==> src/rtl/vote_session.sv <==
// Single-session N-voter ballot with early close and cycle timeout, held one-hot verdict.
// Latency: votes visible one cycle after sampling; verdict two cycles after the close condition.
// No backpressure: votes outside OPEN and repeat votes are dropped.
module vote_session #(
    parameter int N_VOTERS = 4,
    parameter int TIMEOUT  = 1000,
    localparam int CW      = $clog2(N_VOTERS + 1)
) (
    input  logic                clk,
    input  logic                rst,
    input  logic                start,
    input  logic                close,
    input  logic [N_VOTERS-1:0] vote_valid,
    input  logic [N_VOTERS-1:0] vote_yes,
    output logic [N_VOTERS-1:0] voted,
    output logic [CW-1:0]       yes_count,
    output logic                busy,
    output logic [2:0]          result,
    output logic                result_valid,
    output logic                done
);
    localparam int TW = $clog2(TIMEOUT + 1);
    localparam logic [TW-1:0] TMAX = TW'(TIMEOUT - 1);
    localparam logic [CW:0]   N_W  = (CW+1)'(N_VOTERS);

    typedef enum logic [1:0] {S_IDLE, S_OPEN, S_EVAL, S_RESULT} state_t;

    state_t              state, state_nxt;
    logic [TW-1:0]       timer;
    logic [N_VOTERS-1:0] accept;
    logic [CW-1:0]       add_cnt;
    logic                close_now;
    logic [CW:0]         twice_y;
    logic [2:0]          verdict;

    always_ff @(posedge clk) begin
        if (rst) state <= S_IDLE;
        else     state <= state_nxt;
    end

    always_comb begin
        accept    = '0;
        add_cnt   = '0;
        close_now = 1'b0;
        state_nxt = state;
        if (state == S_OPEN) accept = vote_valid & ~voted;
        for (int i = 0; i < N_VOTERS; i++)
            add_cnt = add_cnt + CW'(accept[i] & vote_yes[i]);
        // votes landing in the closing cycle still count toward the all-voted test
        close_now = (&(voted | accept)) || close || (timer == TMAX);
        case (state)
            S_IDLE:   if (start) state_nxt = S_OPEN;
            S_OPEN:   if (close_now) state_nxt = S_EVAL;
            S_EVAL:   state_nxt = S_RESULT;
            S_RESULT: if (start) state_nxt = S_OPEN;
            default:  state_nxt = S_IDLE;
        endcase
    end

    always_comb begin
        twice_y = {yes_count, 1'b0};
        if (twice_y < N_W)       verdict = 3'b100;
        else if (twice_y == N_W) verdict = 3'b010;
        else                     verdict = 3'b001;
    end

    always_ff @(posedge clk) begin
        if (rst) begin
            voted     <= '0;
            yes_count <= '0;
            timer     <= '0;
            result    <= 3'b000;
            done      <= 1'b0;
        end else begin
            done <= 1'b0;
            case (state)
                S_IDLE, S_RESULT: begin
                    if (start) begin
                        voted     <= '0;
                        yes_count <= '0;
                        timer     <= '0;
                        result    <= 3'b000;
                    end
                end
                S_OPEN: begin
                    voted     <= voted | accept;
                    yes_count <= yes_count + add_cnt;
                    timer     <= timer + 1'b1;
                end
                S_EVAL: begin
                    result <= verdict;
                    done   <= 1'b1;
                end
                default: ;
            endcase
        end
    end

    assign busy         = (state == S_OPEN) || (state == S_EVAL);
    assign result_valid = (state == S_RESULT);
endmodule

==> config.mk <==
export PLATFORM = sky130hd
export DESIGN_NAME = vote_session
export DESIGN_NICKNAME = d
export VERILOG_FILES = /design/src/rtl/vote_session.sv
export SDC_FILE = /design/constraint.sdc
export NUM_CORES = 1
export LEC_CHECK = 0
export CAP_MARGIN = 0
export CORE_ASPECT_RATIO = 1.25
export CORE_MARGIN = 5
export CORE_UTILIZATION = 45
export DETAILED_ROUTE_END_ITERATION = 7
export PLACE_DENSITY = 0.72
export RECOVER_POWER = 25
export SYNTH_ARGS = -nofsm -noshare
export SYNTH_HDL_FRONTEND = slang
export SYNTH_SLANG_ARGS = --single-unit
==> constraint.sdc <==
create_clock -name clk -period 7.9 [get_ports clk]
set_input_delay 1.975 -clock clk [delete_from_list [all_inputs] [get_ports clk]]
set_output_delay 1.975 -clock clk [all_outputs]
set_load 0.01 [all_outputs]
==> flow_summary.yaml, run 1 <==
timing:
  final_max_slew_viol_count: 0
  layout_min_cycle_time_ns: 4.12
  skew_ns: 0.00783
  setup_viol: 0
  min_period_over_period_pct: 52.1
  worst_pin_slew_ns: 1.01
  tns_ns: 0
  max_freq_mhz: 243
  hold_viol: 0
  rsz0062_at_grt: "false"
  slew-limit-headroom_pct: 32.3
routing:
  routed_wl_mm: 2.34
  via_per_inst: 5.25
  vias: 987
  post_drt_wl_per_cell_microns: 12.4
  drt_iter0_drc: 33
  firstDrtPassIters: 4
  drc: 0
  ant_nets: 0
placed_design:
  gp_congestion: 0.742
  hpwl_mm: 1.80
  port_buffers: 24
clock_tree:
  clk_pin_slew_worst_paths_ns: 0.13
  cts_hold_buf: 0
  cts_resized: 0
  clock_sinks: 23
  root_buffer: "clkbuf_4"
  max-clock-path-buffers: 2
  postCtsSetupBuffers: 0
  clk_latency_ns: 0.31
  numCtsBuffers: 3
  h-tree-depth: 1
  cts_tree: "built"
floorplanning:
  design.core.area_sq_um: 2480
  die_area_sq_um: 3790
  die_w_microns: 56.0
  rows: 20
  die_h_microns: 67.6
  start_util_pct: 48.1
  pin_count: 25
cells_and_area:
  diodes: 0
  drive_gt1_share_pct: 4.52
  nNetsFinal: 176
  final_common_cell: "dfxtp_1"
  layout_common_cells: "dfxtp_1, clkdlybuf4s50_1, nor2_1"
  area_delta_synth_final_pct: 23.1
synthesis:
  synth_compound_area_share_pct: 13.3
  yosys.area_share.adder_pct: 10.3
  synth.distinct_cells: 35
  async_reset_ff_share_pct: 0
  synth_flop_cell: "dfxtp_1"
  synth_edf_count: 0
  synth_cells: 131
  synth.area.mux_share_pct: 3.04
  synth_area_per_cell_sq_um: 9.10
  netlist_area_sq_um: 1190
  ys_warn_count: 0
  synthXorXnorAreaFrac_pct: 5.14
  yosysSeqAreaShare_pct: 38.6
  syn_nets: 151
  ys_seq_elements: 23
  yosys.area_share.simple_pct: 25.4
  synth_top_family_by_area: "simple AND/OR/NAND/NOR gates"
global_routing:
  grt_usage_pct: 13.7
  grt_pass1_wl_mm: 4.22
  grt_pass1_vias: 980
  antenna_found_initial: 0
  grt_max_degree: 17
  grt-ovfl-total: 0
pwr:
  finalPower_uw: 363
  pwr_density_cell_nw_per_um2: 247
  irDropWorstVdd_mv: 0.147
  leakage_nw: 0.538
worst_setup_path:
  critPathRequiredTime_ns: 8.10
  criticalPathCategory: "in -> reg"
  crit_fanout: 3
  crit_top_cell: "fa_1"
  crit_arrival_ns: 4.32
  end_kind: "flop"
  worstSetupStartpointType: "input pin"
  critPathMaxStageDelay_ns: 0.54
  path_cells: "clkdlybuf4s50_1 > nand4b_1 > fa_1 > fa_1 > inv_1 > fa_1 > a32oi_1 > nor2_1"
  cpMaxStageDelayCell: "fa_1"
status:
  status: "completed"
job:
  cap_violations: 0
worst_hold_path:
  hold_path_class: "reg -> reg"
power breakdown:
group / internal (mW) / total (mW) / switching [mW] / leakage, nW
clock network: 0.0197 / 0.0550 / 0.0353 / 0.0150
logic: 0.0743 / 0.161 / 0.0866 / 0.337
registers: 0.133 / 0.147 / 0.0144 / 0.187
Yosys cell counts, types with 3 or more instances:
cell type	count	area share, %
xor2_1	4	2.9
inv_1	8	2.5
nand4_1	3	1.6
dfxtp_1	23	39
xnor2_1	3	2.2
nand4b_1	4	2.9
or3_1	3	1.6
a21oi_1	14	5.9
o21ai_0	3	1.3
fa_1	3	5.0
a32oi_1	3	2.2
nand2_1	10	3.1
nor2_1	18	5.7
ha_1	5	5.2
o31ai_1	3	1.9
per-layer routing:
layer	part of all wire (%)	wire length (microns)	track usage [%]
met1	46	1070	17.3
met2	49	1130	24.1
met4	0.56	13	4.45
met3	5.0	116	2.10
met5	0	0	0
per-stage QoR:
| step | cells | worst slack [ns] | hold WS (ns) | utilization [%] | instance area [sq um] |
|---|---|---|---|---|---|
| floorplan | 131 | 4.08 | 0.458 | - | 1190 |
| global placement | 184 | 3.52 | 0.440 | 58.7 | 1450 |
| detailed placement | 184 | 3.43 | 0.444 | 58.7 | 1450 |
| CTS | 188 | 3.77 | 0.462 | 59.7 | 1480 |
| global route | 188 | 3.70 | 0.511 | 59.2 | 1470 |
| finish | 188 | 3.78 | 0.458 | 59.2 | 1470 |
path summary, 6_finish.rpt:
check,from,to,slack (ns),cells after the start
min,result[2],result[2],0.46,2
max reg2reg,state[1],yes_count[1],4.93,9
max,vote_valid[0],yes_count[1],3.78,8
min reg2reg,result[2],result[2],0.46,2
registers in the layout, summed over array words and instances (netlist names):
register,cells
result,3
timer,10
done,1
yes_count,3
voted,4
state,2
critical path, delay by kind of cell:
family	cells	cell delay [ns]
and+or+nand+nor	2	0.19
buffers and inverters	2	0.58
adders and majority gates	3	1.38
AOI/OAI and AO/OA	1	0.20
cell families (layout without fill, tap and decap cells):
group           count (synthesis)  after routing
compound gates                 26             26
xor+xnor                        7              7
fa+ha+maj                       8              8
buf+inv                        12             36
flops                          23             23
mux                             3              3
simple gates                   52             52
final cells by class:
type / instances / area [sq um]
inverter: 8 / 30.0
clock buffer: 4 / 26.3
tap: 33 / 41.3
multi-input combinational: 96 / 669
fill: 219 / 1010
timing repair buffer: 24 / 240
sequential: 23 / 460
Power figures use the tool's default switching activity.
==> inputs of run 2 (changes only) <==
clock period = 4.2 ns   (was 7.9 ns; I/O delays follow)
==> run 2 against run 1 <==
Effect of this change:
- wire length grew 0.47%
- clock power up 87%
- register-to-register slack worse by 3.7 ns
- utilization did not move
- sequential power increased by 88%
- combinational power increased by 88%
- critical endpoint unchanged
- worst hold slack lost 0.00066 ns
- largest cell class unchanged
- cell count unchanged
- highest routed layer unchanged
==> flow_summary.yaml, run 2 (same netlist as run 1, synthesis figures left out) <==
cells_and_area:
  reg_top3: "timer: 10 flops, voted: 4 flops"
  nNetsFinal: 176
  design_area_sq_um: 1470
  final_common_cell: "dfxtp_1"
  regMostFlops: "timer"
  drive_gt1_share_pct: 4.52
  layout_common_cells: "dfxtp_1, clkdlybuf4s50_1, nor2_1"
  final_core_util_pct: 59.2
  fillers: 212
  instances_no_fill: 188
  largest_reg_flops: 10
  area_delta_synth_final_pct: 23.1
  diodes: 0
worst_setup_path:
  crit_arrival_ns: 3.41
  crit_fanout: 3
  r2r-end: "yes_count[1]"
  r2r-start: "state[1]"
  end_kind: "flop"
  crit_path_start: "vote_valid[0]"
  ff2ff_path_depth: 9
  critPathRequiredTime_ns: 4.40
  worstSetupStartpointType: "input pin"
  rrSetupSlack_ns: 1.21
  criticalPathCategory: "in -> reg"
  crit_path_end: "yes_count[1]"
pwr:
  internal_power_uw: 426
  irDropWorstVdd_mv: 0.306
  p_sw_uw: 257
  finalPower_uw: 683
  p_sw_share_pct: 37.6
  pwr-share-clk_pct: 15.1
  pwr-share-comb_pct: 44.3
  pwr_density_cell_nw_per_um2: 465
  seqPwrFrac_pct: 40.5
  leakage_nw: 0.538
routing:
  firstDrtPassIters: 4
  post_drt_wl_per_cell_microns: 12.5
  ant_nets: 0
  via_per_inst: 5.27
  drt_iter0_drc: 16
  drc: 0
  vias: 990
  routed_wl_mm: 2.35
clock_tree:
  cts_hold_buf: 0
  cts_tree: "built"
  root_buffer: "clkbuf_4"
  max-clock-path-buffers: 2
  postCtsSetupBuffers: 0
  numCtsBuffers: 3
  h-tree-depth: 1
  cts_resized: 0
  clk_pin_slew_worst_paths_ns: 0.13
  clk_latency_ns: 0.31
  clock_sinks: 23
placed_design:
  place_area_sq_um: 1450
  placedCellCount: 184
  hpwl_mm: 1.79
  dpl_worst_slack_ns: 0.649
  gp_congestion: 0.742
  port_buffers: 24
floorplanning:
  die_area_sq_um: 3790
  rows: 20
  die_h_microns: 67.6
  die_w_microns: 56.0
  start_util_pct: 48.1
  pin_count: 25
  design.core.area_sq_um: 2480
global_routing:
  grt_max_degree: 17
  grt_pass1_vias: 973
  antenna_found_initial: 0
  grt-ovfl-total: 0
  grt_pass1_wl_mm: 4.09
  grt_usage_pct: 13.6
timing:
  setup_viol: 0
  worst_pin_slew_ns: 1.02
  min_period_over_period_pct: 76.4
  rsz0062_at_grt: "false"
  layout_min_cycle_time_ns: 3.21
  fin_ws_ns: 0.990
  max_freq_mhz: 311
  tns_ns: 0
  hold_ws_ns: 0.457
  slew-limit-headroom_pct: 32.1
  hold_viol: 0
  skew_ns: 0.00582
  final_max_slew_viol_count: 0
job:
  cap_violations: 0
worst_hold_path:
  hold_path_class: "reg -> reg"
status:
  status: "completed"
==> run 2: critical path, stage by stage <==
cell and delay (ns):
clkdlybuf4s50_1 0.50, nand4b_1 0.14, fa_1 0.54, fa_1 0.44, inv_1 0.09, fa_1 0.41
a32oi_1 0.20, nor2_1 0.05
==> run 2: how the worst min path moves through the flow <==
stage                    from  slack [ns]  depth (start not counted)   endpoint
floorplan            timer[8]        0.46                          2   timer[8]
global placement    result[2]        0.44                          2  result[2]
detailed placement  result[2]        0.44                          2  result[2]
CTS                 result[2]        0.46                          2  result[2]
global route        result[1]        0.51                          2  result[1]
finish              result[2]        0.46                          2  result[2]
==> run 2: power by group through the flow <==
| stage | clock, mW | combinational (mW) | sequential [mW] |
|---|---|---|---|
| 6_report | 0.103 | 0.303 | 0.277 |
| 5_1_grt | 0.114 | 0.341 | 0.283 |
| 4_1_cts | 0.106 | 0.321 | 0.277 |
| 3_5_place_dp | 0 | 0.319 | 0.281 |
| 3_3_place_gp | 0 | 0.315 | 0.281 |
| 2_1_floorplan | 0 | 0.211 | 0.286 |
==> run 2: routing by layer <==
metal	up-vias	part of all wire, %	track usage, %
li1	509	-	-
met1	456	47	16.1
met2	21	48	24.1
met3	4	3.7	2.29
met4	0	1.0	6.23
met5	-	0	0
==> run 2: layout make-up <==
type	instances	area, sq um	share of cell area, %
Tap cell	33	41.3	2.81
Inverter	8	30.0	2.05
Clock buffer	4	26.3	1.79
Multi-Input combinational cell	96	669	45.6
Timing Repair Buffer	24	240	16.4
Sequential cell	23	460	31.4
==> edit (config.mk and constraints of run 1) <==
Encoding of `state_t`: now one-hot (4 bits for 4 states).
--- a/src/rtl/vote_session.sv
+++ b/src/rtl/vote_session.sv
@@ -23,7 +23,7 @@
     localparam logic [TW-1:0] TMAX = TW'(TIMEOUT - 1);
     localparam logic [CW:0]   N_W  = (CW+1)'(N_VOTERS);
 
-    typedef enum logic [1:0] {S_IDLE, S_OPEN, S_EVAL, S_RESULT} state_t;
+    typedef enum logic [3:0] {S_IDLE = 4'b0001, S_OPEN = 4'b0010, S_EVAL = 4'b0100, S_RESULT = 4'b1000} state_t;
 
     state_t              state, state_nxt;
     logic [TW-1:0]       timer;
Function: same outputs for any inputs over 10 cycles, from zero or initial values and one cycle with rst high; not proved beyond that.
==> edit against run 1 <==
Synthesized area down 0.10%; design area up 0.26%; global-route usage up 2.2 points; highest routed layer unchanged; non-clock buffer count unchanged; sequential cell count up 2; clock skew about the same; routed wire length up 11%; worst setup slack worse by 79 ps; utilization up 0.15 points; count of clock-buffer cells in the layout unchanged.
Power is not compared: it rests on default switching activity, and its combinational part moved more than twofold at a synthesized area within 25%.
==> edit: results (changes against run 1) <==
WL final 2600 um (+11%); min-delay src timer[1]; first-pass GRT wire length 4800 um (+14%); met1 wire length 1200 um (+11%); r2r setup slk 4740 ps (-190 ps); synth unique cells 37 (+5.7%); Met3 Wirelength 109 um (-6.0%); Worst path max stage delay 740 ps (+200 ps); synthesized net count 152 (+0.66%); Reg2Reg Depth 8 (-1); Placer Congestion 0.761 (+2.5%); grt met1 use 18.3% (+1.0 points); Worst Setup EP busy; Vias 1,042 (+5.6%); Seq/Total Area, Yosys 42.0% (+3.4 points); Placement Cell Area 1450 um2 (-0.60%); slowest library cell on the worst path or4b_2; met3 usage 3.25% (+1.1 points); hold path endpoint timer[1]; r2r startpoint state[3]; Fmax 238 MHz (-1.9%); Regs by FF count timer (10), state (4), voted (4); outcome finished clean; filler instances 218 (-0.46%); vias in the first global route 1,121 (+14%); Nets 174 (-1.1%); WP data arrival 2220 ps (-2100 ps); Final Skew 7.83 ps (+0.00297 ps)
edit: cell types whose count changed in the layout (fill, tap and decap cells not counted), sizes merged, moves of 3 or more:
cell	before	now
o211ai	0	3
nand3	2	6
a31oi	0	4
dlygate4sd3	5	2
ha	5	1
a32oi	3	0
clkdlybuf4s50	19	22
nor4b	0	3
inv	8	5
nor4	3	0
edit: worst min-delay path, stage by stage, from the launching register on:
cell     delay [ps]
dfxtp_1         350
nand3_1          60
a21oi_1          60
edit: per-stage QoR:
stage | instances | total power [uW]
final | 190 | 204
after global routing | 190 | 215
after CTS | 190 | 208
after detailed placement | 186 | 153
after global placement | 186 | 152
after floorplan | 136 | 144
edit: final cells by class:
| type | instances | area, um2 | share of cell area [%] |
|---|---|---|---|
| Multi-Input combinational cell | 99 | 644 | 43.8 |
| Inverter | 5 | 18.8 | 1.28 |
| Sequential cell | 25 | 500 | 34.0 |
| Clock buffer | 4 | 26.3 | 1.79 |
| Tap cell | 33 | 41.3 | 2.81 |
| Timing Repair Buffer | 24 | 240 | 16.3 |
edit: cell families (layout without fill, tap and decap cells):
family	count (synthesis)	count (layout)	synth area share, %
AOI/OAI and AO/OA	31	31	15.9
xor gates and xnor gates	4	4	2.94
adders and majority gates	4	4	6.09
buffers and inverters	12	33	3.89
DFF	25	25	42.0
and+or+nand+nor	60	60	29.2
edit: power by group through the flow:
stage | Combinational, uW | Sequential (uW) | Clock [uW]
3_5_place_dp | 20.1 | 133 | 0
5_1_grt | 22.0 | 131 | 62.6
4_1_cts | 20.1 | 130 | 57.5
3_3_place_gp | 19.6 | 133 | 0
2_1_floorplan | 12.1 | 131 | 0
6_report | 19.8 | 130 | 54.1
